===== src/rtl/discharge_pulse_scheduler_pkg.sv =====
// Shared definitions for the discharge pulse path (scheduler and i_set_generation).
package disch_pkg;

  localparam logic [15:0] WAVE_BUCK_CC_RECT = 16'h2001;
  localparam logic [15:0] WAVE_BUCK_CC_TRI  = 16'h2002;
  localparam logic [15:0] WAVE_BUCK_SC_RECT = 16'h6001;

  typedef enum logic [1:0] {
    ST_IDLE = 2'd0,
    ST_TON  = 2'd1,
    ST_TOFF = 2'd2,
    ST_DONE = 2'd3
  } state_t;

  // True for the waveform codes the buck current loop knows how to generate.
  function automatic logic wave_valid(input logic [15:0] w);
    return (w == WAVE_BUCK_CC_RECT) || (w == WAVE_BUCK_CC_TRI) || (w == WAVE_BUCK_SC_RECT);
  endfunction

endpackage


===== src/rtl/discharge_pulse_scheduler_if.sv =====
// Host-side control and buck-side timing signals of the pulse scheduler.
interface discharge_pulse_scheduler_if #(
  parameter int TIMER_W = 32,
  parameter int PH_W    = 1
);
  logic               start;
  logic               stop;
  logic [15:0]        waveform;
  logic [TIMER_W-1:0] Ton_timer;
  logic [TIMER_W-1:0] Toff_timer;
  logic [15:0]        pulse_num;
  logic               short_detect;
  logic [TIMER_W-1:0] timer_buck_interleave;
  logic               discharge_on;
  logic [PH_W-1:0]    phase_sel;
  logic [15:0]        pulse_cnt;
  logic               busy;
  logic               pulse_done;
  logic               param_err;

  modport master (
    output start, stop, waveform, Ton_timer, Toff_timer, pulse_num, short_detect,
    input  timer_buck_interleave, discharge_on, phase_sel, pulse_cnt, busy, pulse_done, param_err
  );

  modport slave (
    input  start, stop, waveform, Ton_timer, Toff_timer, pulse_num, short_detect,
    output timer_buck_interleave, discharge_on, phase_sel, pulse_cnt, busy, pulse_done, param_err
  );
endinterface


===== src/rtl/discharge_pulse_scheduler_phase_rotator.sv =====
// Modulo-N_PHASE counter selecting the buck channel for the current pulse.
module phase_rotator #(
  parameter int N_PHASE = 2,
  parameter int PH_W    = 1
) (
  input  logic            clk,
  input  logic            rst_n,
  input  logic            advance,
  input  logic            clear,
  output logic [PH_W-1:0] phase
);

  // Clear wins over advance; wrap to channel 0 after the last channel.
  always_ff @(posedge clk or negedge rst_n) begin
    if (!rst_n)       phase <= '0;
    else if (clear)   phase <= '0;
    else if (advance) phase <= (phase == PH_W'(N_PHASE - 1)) ? '0 : phase + PH_W'(1);
  end

endmodule


===== src/rtl/discharge_pulse_scheduler.sv =====
// Discharge pulse train sequencer: Ton/Toff timing, pulse counting, buck phase rotation.
module discharge_pulse_scheduler
  import disch_pkg::*;
#(
  parameter int TIMER_W = 32,
  parameter int N_PHASE = 2,
  parameter int PH_W    = 1
) (
  input logic                   clk,
  input logic                   rst_n,
  discharge_pulse_scheduler_if.slave bus
);

  state_t             state, state_nxt;
  logic [TIMER_W-1:0] ton_l, toff_l, timer, off_cnt;
  logic [15:0]        pnum_l, cnt, cnt_inc;
  logic               stop_pend, err;
  logic               accept, reject, ton_end, toff_end, advance;
  logic [PH_W-1:0]    phase;

  // Completed-pulse count saturates instead of wrapping.
  assign cnt_inc = (cnt == 16'hFFFF) ? cnt : cnt + 16'd1;
  assign advance = toff_end && (state_nxt == ST_TON);

  // State register.
  always_ff @(posedge clk or negedge rst_n) begin
    if (!rst_n) state <= ST_IDLE;
    else        state <= state_nxt;
  end

  // Next-state decode and per-cycle control strobes.
  always_comb begin
    state_nxt = state;
    accept    = 1'b0;
    reject    = 1'b0;
    ton_end   = 1'b0;
    toff_end  = 1'b0;
    case (state)
      ST_IDLE: begin
        // A simultaneous stop cancels the start outright (no error flagged).
        if (bus.start && !bus.stop) begin
          if (wave_valid(bus.waveform) && (bus.Ton_timer != '0)) begin
            accept    = 1'b1;
            state_nxt = ST_TON;
          end else begin
            reject = 1'b1;
          end
        end
      end
      ST_TON: begin
        // Short circuit truncates the on-time; the pulse still counts.
        if (bus.short_detect || (timer == ton_l)) begin
          ton_end   = 1'b1;
          state_nxt = ST_TOFF;
        end
      end
      ST_TOFF: begin
        // off_cnt starts at 1, so Toff=0 still yields one off cycle.
        if (off_cnt >= toff_l) begin
          toff_end = 1'b1;
          if (stop_pend || bus.stop || ((pnum_l != 16'd0) && (cnt_inc == pnum_l)))
            state_nxt = ST_DONE;
          else
            state_nxt = ST_TON;
        end
      end
      ST_DONE: state_nxt = ST_IDLE;
      default: state_nxt = ST_IDLE;
    endcase
  end

  // Latched train parameters, on/off timers, pulse counter and stop/error flags.
  always_ff @(posedge clk or negedge rst_n) begin
    if (!rst_n) begin
      ton_l     <= '0;
      toff_l    <= '0;
      pnum_l    <= '0;
      timer     <= '0;
      off_cnt   <= '0;
      cnt       <= '0;
      stop_pend <= 1'b0;
      err       <= 1'b0;
    end else begin
      if (accept) begin
        ton_l     <= bus.Ton_timer;
        toff_l    <= bus.Toff_timer;
        pnum_l    <= bus.pulse_num;
        cnt       <= '0;
        stop_pend <= 1'b0;
        err       <= 1'b0;
        timer     <= TIMER_W'(1);
      end
      if (reject) err <= 1'b1;
      if (state == ST_TON) timer <= ton_end ? '0 : timer + TIMER_W'(1);
      if (ton_end)
        off_cnt <= TIMER_W'(1);
      else if ((state == ST_TOFF) && !toff_end)
        off_cnt <= off_cnt + TIMER_W'(1);
      if (toff_end) begin
        cnt <= cnt_inc;
        if (state_nxt == ST_TON) timer <= TIMER_W'(1);
      end
      if (((state == ST_TON) || (state == ST_TOFF)) && bus.stop) stop_pend <= 1'b1;
      if (state == ST_DONE) stop_pend <= 1'b0;
    end
  end

  phase_rotator #(.N_PHASE(N_PHASE), .PH_W(PH_W)) u_phase (
    .clk     (clk),
    .rst_n   (rst_n),
    .advance (advance),
    .clear   (accept),
    .phase   (phase)
  );

  assign bus.timer_buck_interleave = timer;
  assign bus.discharge_on          = (state == ST_TON);
  assign bus.phase_sel             = phase;
  assign bus.pulse_cnt             = cnt;
  assign bus.busy                  = (state == ST_TON) || (state == ST_TOFF);
  assign bus.pulse_done            = (state == ST_DONE);
  assign bus.param_err             = err;

endmodule


===== src/flat_wrapper.sv =====
// flat-port wrapper written by rule: the top's interface ports become plain ports
module discharge_pulse_scheduler_flat import disch_pkg::*;
#(
  parameter int TIMER_W = 32,
  parameter int N_PHASE = 2,
  parameter int PH_W    = 1
)
  (clk, rst_n, bus_start, bus_stop, bus_waveform, bus_Ton_timer, bus_Toff_timer, bus_pulse_num, bus_short_detect, bus_timer_buck_interleave, bus_discharge_on, bus_phase_sel, bus_pulse_cnt, bus_busy, bus_pulse_done, bus_param_err);
  discharge_pulse_scheduler_if #(.TIMER_W(TIMER_W), .PH_W(PH_W)) bus_i ();
  input logic clk;
  input logic rst_n;
  input wire logic [$bits(bus_i.start)-1:0] bus_start;
  input wire logic [$bits(bus_i.stop)-1:0] bus_stop;
  input wire logic [$bits(bus_i.waveform)-1:0] bus_waveform;
  input wire logic [$bits(bus_i.Ton_timer)-1:0] bus_Ton_timer;
  input wire logic [$bits(bus_i.Toff_timer)-1:0] bus_Toff_timer;
  input wire logic [$bits(bus_i.pulse_num)-1:0] bus_pulse_num;
  input wire logic [$bits(bus_i.short_detect)-1:0] bus_short_detect;
  output wire logic [$bits(bus_i.timer_buck_interleave)-1:0] bus_timer_buck_interleave;
  output wire logic [$bits(bus_i.discharge_on)-1:0] bus_discharge_on;
  output wire logic [$bits(bus_i.phase_sel)-1:0] bus_phase_sel;
  output wire logic [$bits(bus_i.pulse_cnt)-1:0] bus_pulse_cnt;
  output wire logic [$bits(bus_i.busy)-1:0] bus_busy;
  output wire logic [$bits(bus_i.pulse_done)-1:0] bus_pulse_done;
  output wire logic [$bits(bus_i.param_err)-1:0] bus_param_err;
  assign bus_i.start = bus_start;
  assign bus_i.stop = bus_stop;
  assign bus_i.waveform = bus_waveform;
  assign bus_i.Ton_timer = bus_Ton_timer;
  assign bus_i.Toff_timer = bus_Toff_timer;
  assign bus_i.pulse_num = bus_pulse_num;
  assign bus_i.short_detect = bus_short_detect;
  assign bus_timer_buck_interleave = bus_i.timer_buck_interleave;
  assign bus_discharge_on = bus_i.discharge_on;
  assign bus_phase_sel = bus_i.phase_sel;
  assign bus_pulse_cnt = bus_i.pulse_cnt;
  assign bus_busy = bus_i.busy;
  assign bus_pulse_done = bus_i.pulse_done;
  assign bus_param_err = bus_i.param_err;
  discharge_pulse_scheduler #(.TIMER_W(TIMER_W), .N_PHASE(N_PHASE), .PH_W(PH_W)) u_core (.clk(clk), .rst_n(rst_n), .bus(bus_i));
endmodule

===== config.mk =====
export PLATFORM = sky130hd
export DESIGN_NAME = discharge_pulse_scheduler_flat
export DESIGN_NICKNAME = d
export VERILOG_FILES = /design/src/rtl/discharge_pulse_scheduler_pkg.sv /design/src/rtl/discharge_pulse_scheduler_if.sv /design/src/rtl/discharge_pulse_scheduler_phase_rotator.sv /design/src/rtl/discharge_pulse_scheduler.sv /design/src/flat_wrapper.sv
export SDC_FILE = /design/constraint.sdc
export NUM_CORES = 1
export LEC_CHECK = 0
export BUFFER_PORTS_ARGS = -buffer_cell sky130_fd_sc_hd__buf_2
export CORE_UTILIZATION = 48
export DETAILED_ROUTE_END_ITERATION = 7
export PLACE_DENSITY = 0.7
export SLEW_MARGIN = 20
export SYNTH_ARGS = -nofsm -noshare
export SYNTH_HDL_FRONTEND = slang
export SYNTH_SLANG_ARGS = --single-unit

===== constraint.sdc =====
create_clock -name clk -period 3.62 [get_ports clk]
set_clock_uncertainty 0.15 [all_clocks]
set_input_delay 0.362 -clock clk [delete_from_list [all_inputs] [get_ports clk]]
set_output_delay 0.362 -clock clk [all_outputs]
set_load 0.02 [all_outputs]

==> results by group <==
Power and ir drop
  – Flop pwr share: 0.354
  – P_sw: between 2 and 2.5 mW
  – Cell area power density: 537 nW/um2
  – Comb pwr share: 0.358
  – Maximum VDD drop: 0.000355 V
  – Pleak: between 5 and 6 nW
  – Switching Share: 0.379
  – Internal power: between 3 and 4 mW
  – Clock network fraction of total power: 0.288
  – Power Total: ~6.2 mW

GRT
  – Initial antenna violation count: 1
  – Vias in the first global route: 7913
  – Largest net degree at the start of global routing: between 70 and 80
  – First-pass GRT wire length: ~41000 um
  – GRT Total Usage: 0.262
  – GRT Residual Overflow: 0

STA
  – Worst Tran Pin Value: roughly 730 ps
  – Final Cycle Share: 0.918
  – RSZ-0062 raised after global routing: no
  – Setup Total Neg Slack: 0 ps
  – Relative slew slack: 0.511
  – Hold Vio Cnt, Final: 0
  – Hold slack: 13.9 ps
  – Count of final setup violators: 0
  – Max-slew violations: 0
  – Max Fclk: roughly 300 MHz
  – Final min period: approximately 3300 ps

Floorplan
  – Die ar.: 20300 um2
  – Number of placed I/O pins: around 150
  – Row count: 50
  – Starting Density: 0.497
  – Die Wd: approximately 140 um
  – Die H: 142 um
  – Core ar.: between 15000 and 20000 um2

Finish
  – Syn-to-layout area delta: 22.2%
  – Layout cells sized above 1: 0.267
  – Finished Cell Area: 11500 um2
  – Filler cells: 1653
  – Nets: 1301
  – Post-Layout Cell Count: about 1400

Yosys
  – Synth Register Bits: between 150 and 200
  – Dominant cell type by area after synthesis: dfrtp_1
  – Synthesized area per cell: 9.77 um2
  – Asr flop ratio synth: 1.00
  – Synth Cell Area: 9450 um2
  – Number of flops mapped to enable cells by yosys: 0
  – Top-count cell post-synth: dfrtp_1
  – Most instantiated cells after synthesis: dfrtp_1 (165), mux2_2 (81), nor2_1 (71)
  – Syn nets: between 1000 and 1500
  – Yosys warnings: 0
  – Leading post-synthesis cells by cell area: dfrtp_1 (44%), mux2_2 (9.7%), ha_1 (5.2%), xnor2_1 (4.4%), nor2_1 (2.8%)
  – Sequential area share after synthesis: 0.437
  – Synth Instances: 967
  – Top_reg_cell synth: dfrtp_1
  – Area share of the largest cell type after synthesis: 0.437
  – Count of distinct cell types in the synthesized netlist: 57

Clock network
  – Root Driver: clkbuf_16
  – Clk sinks: approximately 170
  – H-tree depth: 4
  – Skew-Pair Late Insertion Delay: around 430 ps
  – CTS Buf Count: 17
  – TritonCTS clock tree: built
  – CTS max path bufs: 2
  – Clk slew on worst S/H paths: 70 ps

Worst setup path
  – CP Max Fanout: 32
  – Setup slack, reg-to-reg: between 200 and 300 ps
  – WS Path Type: reg2reg
  – Crit path DAT: between 3000 and 4000 ps
  – CP required: approximately 3800 ps
  – Startpoint Class: flip-flop
  – CP endpoint kind: flip-flop

Detailed routing
  – Routed WL: ~25000 um
  – WL/cell: ~18 um
  – Residual DRC: 0
  – DRT iter0 DRCs: ~630
  – DRT antenna net count: 0
  – First-pass DRT Iterations: 6
  – Post-DR vias/cell: about 5.7
  – Via count: around 8200

Placement
  – Post-detail-place hpwl: 18000 um
  – Placed Area: 10600 um2
  – # port buffers: ~150
  – Routability Congestion: between 0.9 and 1
  – Post-placement cell count: about 1400

Outcome
  – Run status: finished clean

Job
  – Max-Cap Viols: 0

Hold path
  – HP Class: in2reg
==> final cells by class <==
cell class	instances	area, um2	area share
clock inverters	13	125	0.0108
inverters	46	173	0.0149
multi-input cells	711	4980	0.431
well taps	260	325	0.0282
clock buffers	19	443	0.0383
flip-flops and latches	165	4130	0.357
repair buffers	220	1370	0.119
diodes	1	2.50	0.000217
==> power by group through the flow <==
stage / Sequential (mW) / Combinational, mW / Clock (mW)
2_1_floorplan: 2.24 / 1.35 / 0
3_3_place_gp: 2.22 / 2.13 / 0
3_5_place_dp: 2.22 / 2.14 / 0
4_1_cts: 2.19 / 2.19 / 1.82
5_1_grt: 2.22 / 2.47 / 1.88
6_report: 2.19 / 2.22 / 1.79
==> sequential cells by signal, summed over array words and instances (netlist names) <==
signal	flops
u_core.bus.timer_buck_interleave	32
u_core.stop_pend	1
u_core.bus.param_err	1
u_core.ton_l	32
u_core.state	2
u_core.bus.pulse_cnt	16
u_core.u_phase.phase	1
u_core.off_cnt	32
u_core.pnum_l	16
u_core.toff_l	32
==> timing repair <==
item                                    in CTS  in global routing
hold buffers                                32                  0
buffers inserted                             0                  0
resized for setup                            0                  4
endpoints found under the setup margin       0                 32
endpoints found under the hold margin      106                  0
==> cell families (layout without fill, tap and decap cells) <==
logic type	Yosys count	after routing	synth area share
other	0	1	0
multiplexers	91	91	0.107
AO/OA/AOI/OAI	150	150	0.0949
AND/OR/NAND/NOR	353	353	0.197
flip-flops	165	165	0.437
XOR/XNOR	78	78	0.0723
adder cells (fa/ha/maj)	39	39	0.0516
buffers and inverters	91	298	0.0399
==> metrics by stage <==
step	worst slack, ps	utilization
final	296	0.607
after global routing	57.0	0.607
after CTS	70.4	0.606
after detailed placement	106	0.559
after global placement	261	0.559
after floorplan	568	-
==> worst max-delay path, cell delays in order, from the launching register on <==
cell and delay [ps]:
dfrtp_1 450, ha_1 310, nand3_1 280, nor3_2 390
mux2i_1 260, xnor2_1 80, nor4_1 290, o2111ai_1 150
nand3b_1 230, o2111a_2 170, buf_6 200, nor3_1 260
==> routing by layer <==
metal / up-vias / GRT usage / share of wire
met3: 32 / 0.0569 / 0.057
met2: 239 / 0.411 / 0.47
li1: 3893 / - / -
met5: - / 0 / 0
met1: 4023 / 0.359 / 0.46
met4: 0 / 0.0900 / 0.022
==> placed cells by master (no fill, tap or decap), drive strengths merged, types with 29 or more instances in the layout <==
cell	synthesis	routed
nand3	43	43
nand2	44	44
nor3	51	51
xnor2	48	48
a21oi	51	51
nor2	71	71
buf	12	188
nor4	29	29
inv	45	49
o21ai	50	50
dlygate4sd3	0	32
dfrtp	165	165
mux2	81	81
ha	39	39
xor2	30	30
nand4	38	38
==> path summary, 6_finish.rpt <==
kind,cells after the start,start,end
max in group asynchronous,3,rst_n,u_core.pnum_l[10]
max reg2reg,11,u_core.bus.pulse_cnt[1],u_core.bus.timer_buck_interleave[16]
min in group asynchronous,2,rst_n,u_core.toff_l[23]
max,11,u_core.bus.pulse_cnt[1],u_core.bus.timer_buck_interleave[16]
min reg2reg,1,u_core.bus.param_err,u_core.bus.param_err
min,2,bus_Toff_timer[9],u_core.toff_l[9]
(Power assumes the default switching activity.)
